$ cat src/rtl/irq_vector_sequencer.sv
// Debounces the decoder's channel code, latches it as an interrupt vector and
// runs the irq / ack / end-of-interrupt handshake with the host.
module irq_vector_sequencer #(
    parameter int CW         = 4,
    parameter int STABLE_CYC = 3,
    parameter int TIMEOUT    = 16,
    parameter int CNT_W      = 8
) (
    input  logic             clk,
    input  logic             rst_n,
    input  logic             req_vld,
    input  logic [CW-1:0]    req_chan,
    input  logic             int_ack,
    input  logic             eoi,
    input  logic             clr_err,
    output logic             irq,
    output logic [CW-1:0]    vec_out,
    output logic             busy,
    output logic             timeout_err,
    output logic [CNT_W-1:0] grant_cnt
);

    localparam int TW = (TIMEOUT > 1) ? $clog2(TIMEOUT) : 1;
    localparam int SW = (STABLE_CYC > 0) ? $clog2(STABLE_CYC + 1) : 1;

    localparam logic [TW-1:0] TIMER_LAST = TW'(TIMEOUT - 1);
    localparam logic [SW-1:0] STAB_LAST  = SW'(STABLE_CYC - 1);

    typedef enum logic [1:0] {
        IDLE     = 2'd0,
        SETTLE   = 2'd1,
        WAIT_ACK = 2'd2,
        SERVICE  = 2'd3
    } state_t;

    state_t            state, state_nxt;
    logic [CW-1:0]     cand, cand_nxt;
    logic [SW-1:0]     stab, stab_nxt;
    logic [TW-1:0]     timer, timer_nxt;
    logic              irq_nxt;
    logic [CW-1:0]     vec_nxt;
    logic              err_set;
    logic              err_nxt;
    logic [CNT_W-1:0]  cnt_nxt;

    always_ff @(posedge clk or negedge rst_n) begin
        if (!rst_n) begin
            state       <= IDLE;
            cand        <= '0;
            stab        <= '0;
            timer       <= '0;
            irq         <= 1'b0;
            vec_out     <= '0;
            timeout_err <= 1'b0;
            grant_cnt   <= '0;
        end else begin
            state       <= state_nxt;
            cand        <= cand_nxt;
            stab        <= stab_nxt;
            timer       <= timer_nxt;
            irq         <= irq_nxt;
            vec_out     <= vec_nxt;
            timeout_err <= err_nxt;
            grant_cnt   <= cnt_nxt;
        end
    end

    always_comb begin
        state_nxt = state;
        cand_nxt  = cand;
        stab_nxt  = stab;
        timer_nxt = timer;
        irq_nxt   = irq;
        vec_nxt   = vec_out;
        cnt_nxt   = grant_cnt;
        err_set   = 1'b0;

        case (state)
            IDLE: begin
                irq_nxt = 1'b0;
                if (req_vld) begin
                    cand_nxt = req_chan;
                    stab_nxt = SW'(1);
                    if (STABLE_CYC == 1) begin
                        vec_nxt   = req_chan;
                        irq_nxt   = 1'b1;
                        timer_nxt = '0;
                        state_nxt = WAIT_ACK;
                    end else begin
                        state_nxt = SETTLE;
                    end
                end
            end

            SETTLE: begin
                // Any change of code restarts the run; the changed sample counts as the first.
                if (!req_vld) begin
                    state_nxt = IDLE;
                end else if (req_chan != cand) begin
                    cand_nxt = req_chan;
                    stab_nxt = SW'(1);
                end else if (stab == STAB_LAST) begin
                    vec_nxt   = cand;
                    irq_nxt   = 1'b1;
                    timer_nxt = '0;
                    state_nxt = WAIT_ACK;
                end else begin
                    stab_nxt = stab + SW'(1);
                end
            end

            WAIT_ACK: begin
                irq_nxt = 1'b1;
                if (int_ack) begin
                    irq_nxt   = 1'b0;
                    state_nxt = SERVICE;
                    if (grant_cnt != {CNT_W{1'b1}}) begin
                        cnt_nxt = grant_cnt + CNT_W'(1);
                    end
                end else if (timer == TIMER_LAST) begin
                    irq_nxt   = 1'b0;
                    err_set   = 1'b1;
                    state_nxt = IDLE;
                end else begin
                    timer_nxt = timer + TW'(1);
                end
            end

            SERVICE: begin
                irq_nxt = 1'b0;
                if (eoi) begin
                    state_nxt = IDLE;
                end
            end

            default: begin
                irq_nxt   = 1'b0;
                state_nxt = IDLE;
            end
        endcase

        // A timeout in the same cycle as a clear leaves the flag set.
        if (err_set) begin
            err_nxt = 1'b1;
        end else if (clr_err) begin
            err_nxt = 1'b0;
        end else begin
            err_nxt = timeout_err;
        end
    end

    assign busy = (state != IDLE);

endmodule

$ cat config.mk
export PLATFORM = sky130hd
export DESIGN_NAME = irq_vector_sequencer
export DESIGN_NICKNAME = d
export VERILOG_FILES = /design/src/rtl/irq_vector_sequencer.sv
export SDC_FILE = /design/constraint.sdc
export NUM_CORES = 1
export LEC_CHECK = 0
export ABC_CLOCK_PERIOD_IN_PS = 2000
export CAP_MARGIN = 40
export CELL_PAD_IN_SITES_DETAIL_PLACEMENT = 0
export CELL_PAD_IN_SITES_GLOBAL_PLACEMENT = 1
export CORE_MARGIN = 4
export CORE_UTILIZATION = 39
export DETAILED_ROUTE_END_ITERATION = 10
export PLACE_DENSITY = 0.84
export SETUP_SLACK_MARGIN = 0.02
export SLEW_MARGIN = 25
export SYNTH_ARGS = -nofsm -noshare
export SYNTH_HDL_FRONTEND = slang
export SYNTH_SLANG_ARGS = --single-unit
export TNS_END_PERCENT = 30
$ cat constraint.sdc
create_clock -name clk -period 2 [get_ports clk]
set_input_delay 0.4 -clock clk [delete_from_list [all_inputs] [get_ports clk]]
set_output_delay 0.4 -clock clk [all_outputs]
set_load 0.05 [all_outputs]
==> results.md, run 1 <==
- IO Port Bufs: 24
- Clock transition at the registers of the reported paths: 0.13 ns
- Clock sinks: 26
- Period utilization: 95.9%
- Critical Path Source Type: flip-flop
- Die Area: 4200 µm²
- Slowest CP cell: clkdlybuf4s50_1
- Placed cell area: between 1500 and 2000 µm²
- Number of max-cap violations: 0
- Cell count after placement: 192
- Post-synth net total: around 130
- Setup violations, final: 0
- GPL Wtd Cong: around 0.73
- CORE AREA: 3080 µm²
- Setup Skew: 0.00959 ns
- Cells after Synth: 120
- Worst vdd ir: 248 µV
- DRT Wirelength: 2360 µm
- Final net count: 166
- Power density over cell area: between 500 and 600 nW/µm²
- Total track usage: 12.8%
- Worst relative slew slack: 65.5%
- Count of non-filler cells in the finished layout: 195
- CP bufs+invs: 1
- Residual DRC: 0
- Rows: 20
- Largest net degree at the start of global routing: 27
- Worst slew pin tran: slightly above 0.5 ns
- Via count: 959
- Status: finished, final reports clean
- Async set-reset flop share out of synthesis: 100%
- Drt pass-1 iters: 4
- R2R cell count: 4
- Critical path class: flip-flop to primary output
- Grt ovf: 0
- Total power draw: 884 µW
- Num CTS Buffers: 3
- Crit path max fanout: 3
- Setup bufs post-CTS: 0
- DRT antenna net count: 0
- Dominant synthesized flop cell: dfrtp_1
- H-tree depth: 1
- Setup Total Neg Slack: 0 ns
- Synthesis-stage register bit count: 26
- Worst-skew pair later-pin latency: 0.31 ns
- Syn_area_per_cell: between 10 and 15 µm²
- CTS Root Cell: clkbuf_4
- Hold_ws: 0.436 ns
- Antenna cells: 0
- Die X: 64.8 µm
- Initial Utilization: 40.9%
- Leakage: about 0.83 nW
- Worst-path cell chain: clkdlybuf4s50_1
- Via density per instance: 4.92
- Synth-to-Final Area Change: 28.2%
- First-pass GRT wire length: about 4200 µm
- # IOs: 25
- Clk buf depth: 2
- Final hold violation count: 0
- Initial antenna violation count: 0
- Mapped Area: ~1300 µm²
- Final critical-path required period: 1.92 ns
- CP Data Arrival Time: around 1.5 ns
- TritonCTS clock tree: built
- Sequential share of the synthesized area: between 50% and 60%
- Netlist cell types: 34
- Hold crit path type: input port to async pin
- R2r startpoint: state[1]
- CP required: 1.60 ns
- DPL Wire Length: approximately 1800 µm
- Setup repair after global routing missed its margin: no
- Final instance area: 1610 µm²
- Reg-to-reg endpoint: vec_out[3]
- CP endpoint kind: primary output
- Max Slew Vio Count: 0
- Layout cells sized above 1: 15.2%
- Vias in the first global route: between 900 and 1000
- EDFF count, synth: 0
- CP peak stage delay: 0.81 ns
- Register-to-register path setup slack: 0.41 ns
- DR WL/cell: 12.1 µm
- Fmax: approximately 520 MHz
- Ys Warns: 0
- DIE HEIGHT: 64.8 µm
- Iter 0 DRT Violations: 26
- CP top delay family: buffers and inverters
- Critical path depth in cells: 1
## cell type report
cell class	count	area, µm²
clock buffer	3	22.5
tap	44	55.1
inverter	5	18.8
multi-input combinational	88	586
timing repair buffer	29	282
fill	285	1460
sequential	26	651
## registers in the layout, indices dropped and copies added, names as in the netlist
register	count
irq	1
timer	4
grant_cnt	8
state	2
vec_out	4
timeout_err	1
cand	4
stab	2
## power by group
| group | switching (mW) | internal [mW] | leakage, nW |
|---|---|---|---|
| Combinational | 0.0560 | 0.0537 | 0.481 |
| Sequential | 0.0170 | 0.544 | 0.340 |
| Clock | 0.143 | 0.0704 | 0.0138 |
| Total | 0.216 | 0.668 | 0.834 |
## per-stage QoR
step                setup slack, ns  utilization, %
floorplan                     0.300               -
global placement             0.0963            51.3
detailed placement           0.0464            51.3
CTS                          0.0275            52.0
global route                 0.0237            52.4
finish                       0.0825            52.4
## synth_stat cells (2+ instances only)
| master | instances | share of area (%) |
|---|---|---|
| o21ai_0 | 3 | 1.2 |
| nand2b_1 | 2 | 0.99 |
| o31ai_1 | 2 | 1.2 |
| mux2_2 | 5 | 4.5 |
| and2b_1 | 2 | 1.2 |
| o22ai_1 | 3 | 1.5 |
| nand3_1 | 6 | 2.4 |
| dfrtp_1 | 26 | 52 |
| inv_1 | 5 | 1.5 |
| nand4_2 | 2 | 2.0 |
| ha_1 | 3 | 3.0 |
| a21oi_1 | 3 | 1.2 |
| or2_2 | 2 | 0.99 |
| xnor2_1 | 7 | 4.9 |
| nand4_1 | 2 | 0.99 |
| nand2_1 | 21 | 6.3 |
| xor2_1 | 2 | 1.4 |
| nor3_1 | 3 | 1.2 |
| nor4_1 | 2 | 0.99 |
| nor2_1 | 4 | 1.2 |
| a31oi_1 | 2 | 0.99 |
## cell families after synthesis
logic type | Yosys count | synth area share, %
AOI/OAI and AO/OA | 17 | 8.45
xor gates and xnor gates | 9 | 6.26
adders and majority gates | 3 | 2.98
buffers and inverters | 6 | 1.79
DFF | 26 | 51.7
muxes | 7 | 6.46
and+or+nand+nor | 52 | 22.4
## worst register-to-register path, delay by kind of cell (launching register included)
kind	cells	cell delay, ns
flip-flops	1	0.48
multiplexers	1	0.36
AND/OR/NAND/NOR	3	0.66
## metal layers
layer	part of all wire, %	track usage (%)
met2	44	19.9
met5	0	0
met4	0.64	3.96
met3	6.6	4.16
met1	48	16.9
## timing repair
| item | 4_1_cts | 5_1_grt |
|---|---|---|
| hold buffers | 0 | 0 |
| resized for setup | 1 | 5 |
| setup endpoints to repair | 1 | 5 |
## layout by cell type, fill, tap and decap left out, types with 2 or more instances in the layout
| master | n |
|---|---|
| inv_1 | 5 |
| nand4_2 | 2 |
| mux2_2 | 5 |
| or2_2 | 2 |
| xor2_1 | 2 |
| and2b_1 | 2 |
| nand3_1 | 6 |
| nand2_1 | 21 |
| nand4_1 | 2 |
| a21oi_1 | 3 |
| o21ai_0 | 3 |
| dfrtp_1 | 26 |
| ha_1 | 3 |
| buf_4 | 8 |
| o31ai_1 | 2 |
| nor4_1 | 2 |
| clkdlybuf4s50_1 | 15 |
| clkbuf_4 | 3 |
| xnor2_1 | 7 |
| nand2b_1 | 2 |
| dlymetal6s2s_1 | 5 |
| nor3_1 | 3 |
| a31oi_1 | 2 |
| o22ai_1 | 3 |
| nor2_1 | 4 |
## worst max path at each step
stage,from,endpoint,slack (ns)
2_1_floorplan,grant_cnt[0],grant_cnt[1],0.30
3_3_place_gp,req_chan[3],vec_out[1],0.1
3_5_place_dp,req_chan[3],vec_out[3],0.05
4_1_cts,grant_cnt[0],grant_cnt[0],0.03
5_1_grt,grant_cnt[7],grant_cnt[7],0.02
6_report,grant_cnt[7],grant_cnt[7],0.08
Power figures use the tool's default switching activity.
==> inputs of run 2 (changes only) <==
--- a/config.mk
+++ b/config.mk
@@ -11,6 +11,7 @@
 export CELL_PAD_IN_SITES_GLOBAL_PLACEMENT = 1
 export CORE_MARGIN = 4
 export CORE_UTILIZATION = 39
+export CTS_BUF_LIST = sky130_fd_sc_hd__clkbuf_16
 export DETAILED_ROUTE_END_ITERATION = 10
 export PLACE_DENSITY = 0.84
 export SETUP_SLACK_MARGIN = 0.02
==> results.md, run 2 (synthesis results as in run 1) <==
- Setup Skew: 0.00236 ns (was 0.00959 ns)
- Via count: 963 (was 959)
- H-tree depth: 1 (unchanged)
- Setup repair after global routing missed its margin: no (unchanged)
- Clock sinks: 26 (unchanged)
- Total track usage: 13.1% (was 12.8%)
- Die X: 64.8 µm (unchanged)
- CP top delay family: buffers and inverters (unchanged)
- Fmax: 527 MHz (was 522 MHz)
- Largest net degree at the start of global routing: 27 (unchanged)
- Final hold violation count: 0 (unchanged)
- Hold_buf cts: 0 (unchanged)
- Setup bufs post-CTS: 0 (unchanged)
- Die Area: 4200 µm² (unchanged)
- Iter 0 DRT Violations: 20 (was 26)
- Via density per instance: 4.94 (was 4.92)
- Worst-skew pair later-pin latency: 0.26 ns (was 0.31 ns)
- Final critical-path required period: 1.90 ns (was 1.92 ns)
- Residual DRC: 0 (unchanged)
- Number of max-cap violations: 0 (unchanged)
- Worst slew pin tran: 0.515 ns (was 0.516 ns)
- Count of non-filler cells in the finished layout: 195 (unchanged)
- Critical path class: flip-flop to primary output (unchanged)
- Clock transition at the registers of the reported paths: 0.06 ns (was 0.13 ns)
- CP bufs+invs: 1 (unchanged)
- # IOs: 25 (unchanged)
- Clock Power Share: 39.0% (was 24.2%)
- Comb power frac: 10.0% (was 12.4%)
- Sequential power share: 51.0% (was 63.4%)
- Power density over cell area: 665 nW/µm² (was 548 nW/µm²)
- DPL Wire Length: 1830 µm (unchanged)
- Biggest register: grant_cnt (unchanged)
- Num CTS Buffers: 3 (unchanged)
- Setup Total Neg Slack: 0 ns (unchanged)
- Cell count after placement: 192 (unchanged)
- Final net count: 166 (unchanged)
- Worst relative slew slack: 65.5% (about the same)
- GPL Wtd Cong: 0.732 (unchanged)
- CTS Root Cell: clkbuf_16 (was clkbuf_4)
- CP required: 1.60 ns (about the same)
- Clk buf depth: 2 (unchanged)
- Switching fraction of total power: 21.6% (was 24.4%)
- Commonest non-fill, non-tap cell in the layout: dfrtp_1 (unchanged)
- DRT Wirelength: 2380 µm (was 2360 µm)
- Initial Utilization: 40.9% (unchanged)
- Max reg flops: 8 (unchanged)
- Grt ovf: 0 (unchanged)
- TritonCTS clock tree: built (unchanged)
- Post-cts sizing count: 0 (was 1)
- Hold crit path type: flip-flop to flip-flop (was input port to async pin)
- CP Data Arrival Time: 1.50 ns (was 1.52 ns)
- Leakage: 0.759 nW (was 0.834 nW)
- Antenna cells: 0 (unchanged)
- Final WS setup: 0.101 ns (was 0.0825 ns)
- DIE HEIGHT: 64.8 µm (unchanged)
- Vias in the first global route: 944 (unchanged)
- Total power draw: 1.10 mW (was 884 µW)
- Slowest CP cell: clkdlybuf4s50_1 (unchanged)
- Synth-to-Final Area Change: 31.5% (was 28.2%)
- Initial antenna violation count: 0 (unchanged)
- CP peak stage delay: 0.83 ns (was 0.81 ns)
- Layout cells sized above 1: 15.2% (unchanged)
- Worst-path cell chain: clkdlybuf4s50_1 (unchanged)
- Status: finished, final reports clean (unchanged)
- IO Port Bufs: 24 (unchanged)
- Crit path max fanout: 4 (was 3)
- Rows: 20 (unchanged)
- Pint: 863 µW (was 668 µW)
- DRT antenna net count: 0 (unchanged)
- Commonest non-fill, non-tap cells in the layout: 26 x dfrtp_1, 21 x nand2_1, 21 x clkdlybuf4s50_1 (was 26 x dfrtp_1, 21 x nand2_1, 15 x clkdlybuf4s50_1)
- Max Slew Vio Count: 0 (unchanged)
- Switching power: 237 µW (was 216 µW)
- Period utilization: 95.0% (was 95.9%)
- First-pass GRT wire length: 4220 µm (was 4230 µm)
- Worst vdd ir: 366 µV (was 248 µV)
- Post-place setup slack: 0.0464 ns (unchanged)
- CP endpoint kind: primary output (unchanged)
- DR WL/cell: 12.2 µm (was 12.1 µm)
- Setup violations, final: 0 (unchanged)
- CORE AREA: 3080 µm² (unchanged)
- Critical Path Source Type: flip-flop (unchanged)
- Drt pass-1 iters: 4 (unchanged)
run 2: cell count changes in the layout (fill, tap and decap cells not counted), sizes merged:
cell / previous run / this run
clkdlybuf4s50: 15 / 21
dlymetal6s2s: 5 / 0
dlygate4sd2: 1 / 0
run 2: worst paths after layout:
kind                                      to          from  cells after the start  slack (ns)
worst max-delay path            grant_cnt[5]  grant_cnt[5]                      1        0.10
worst min-delay path                     irq           irq                      1        0.48
worst max register to register    vec_out[3]      state[1]                      4        0.43
worst min register to register           irq           irq                      1        0.48
max in group asynchronous       grant_cnt[0]         rst_n                      2        1.25
min in group asynchronous       grant_cnt[6]         rst_n                      2        0.51
run 2: per-stage QoR:
step,hold slack (ns),instance area (µm²),utilization (%)
2_1_floorplan,0.104,1260,-
3_3_place_gp,0.466,1580,51.3
3_5_place_dp,0.475,1580,51.3
4_1_cts,0.489,1660,53.8
5_1_grt,0.495,1660,53.8
6_report,0.482,1660,53.8
run 2: power groups by stage:
| stage | Combinational (mW) | Clock, mW | Sequential [mW] |
|---|---|---|---|
| global route | 0.126 | 0.461 | 0.565 |
| floorplan | 0.0553 | 0 | 0.570 |
| CTS | 0.113 | 0.441 | 0.562 |
| global placement | 0.110 | 0 | 0.570 |
| detailed placement | 0.111 | 0 | 0.572 |
| finish | 0.110 | 0.429 | 0.561 |
run 2: cell type report:
cell class	instances	area, µm²
flip-flops and latches	26	651
repair buffers	29	270
inverters	5	18.8
multi-input cells	88	586
well taps	44	55.1
fillers	270	1420
clock buffers	3	75.1
run 2: layer usage:
layer	part of all wire [%]	vias up	GRT usage, %
met5	0	-	0
met4	1.7	0	5.54
met3	6.6	4	4.68
met2	44	23	20.2
met1	48	444	16.5
li1	-	492	-
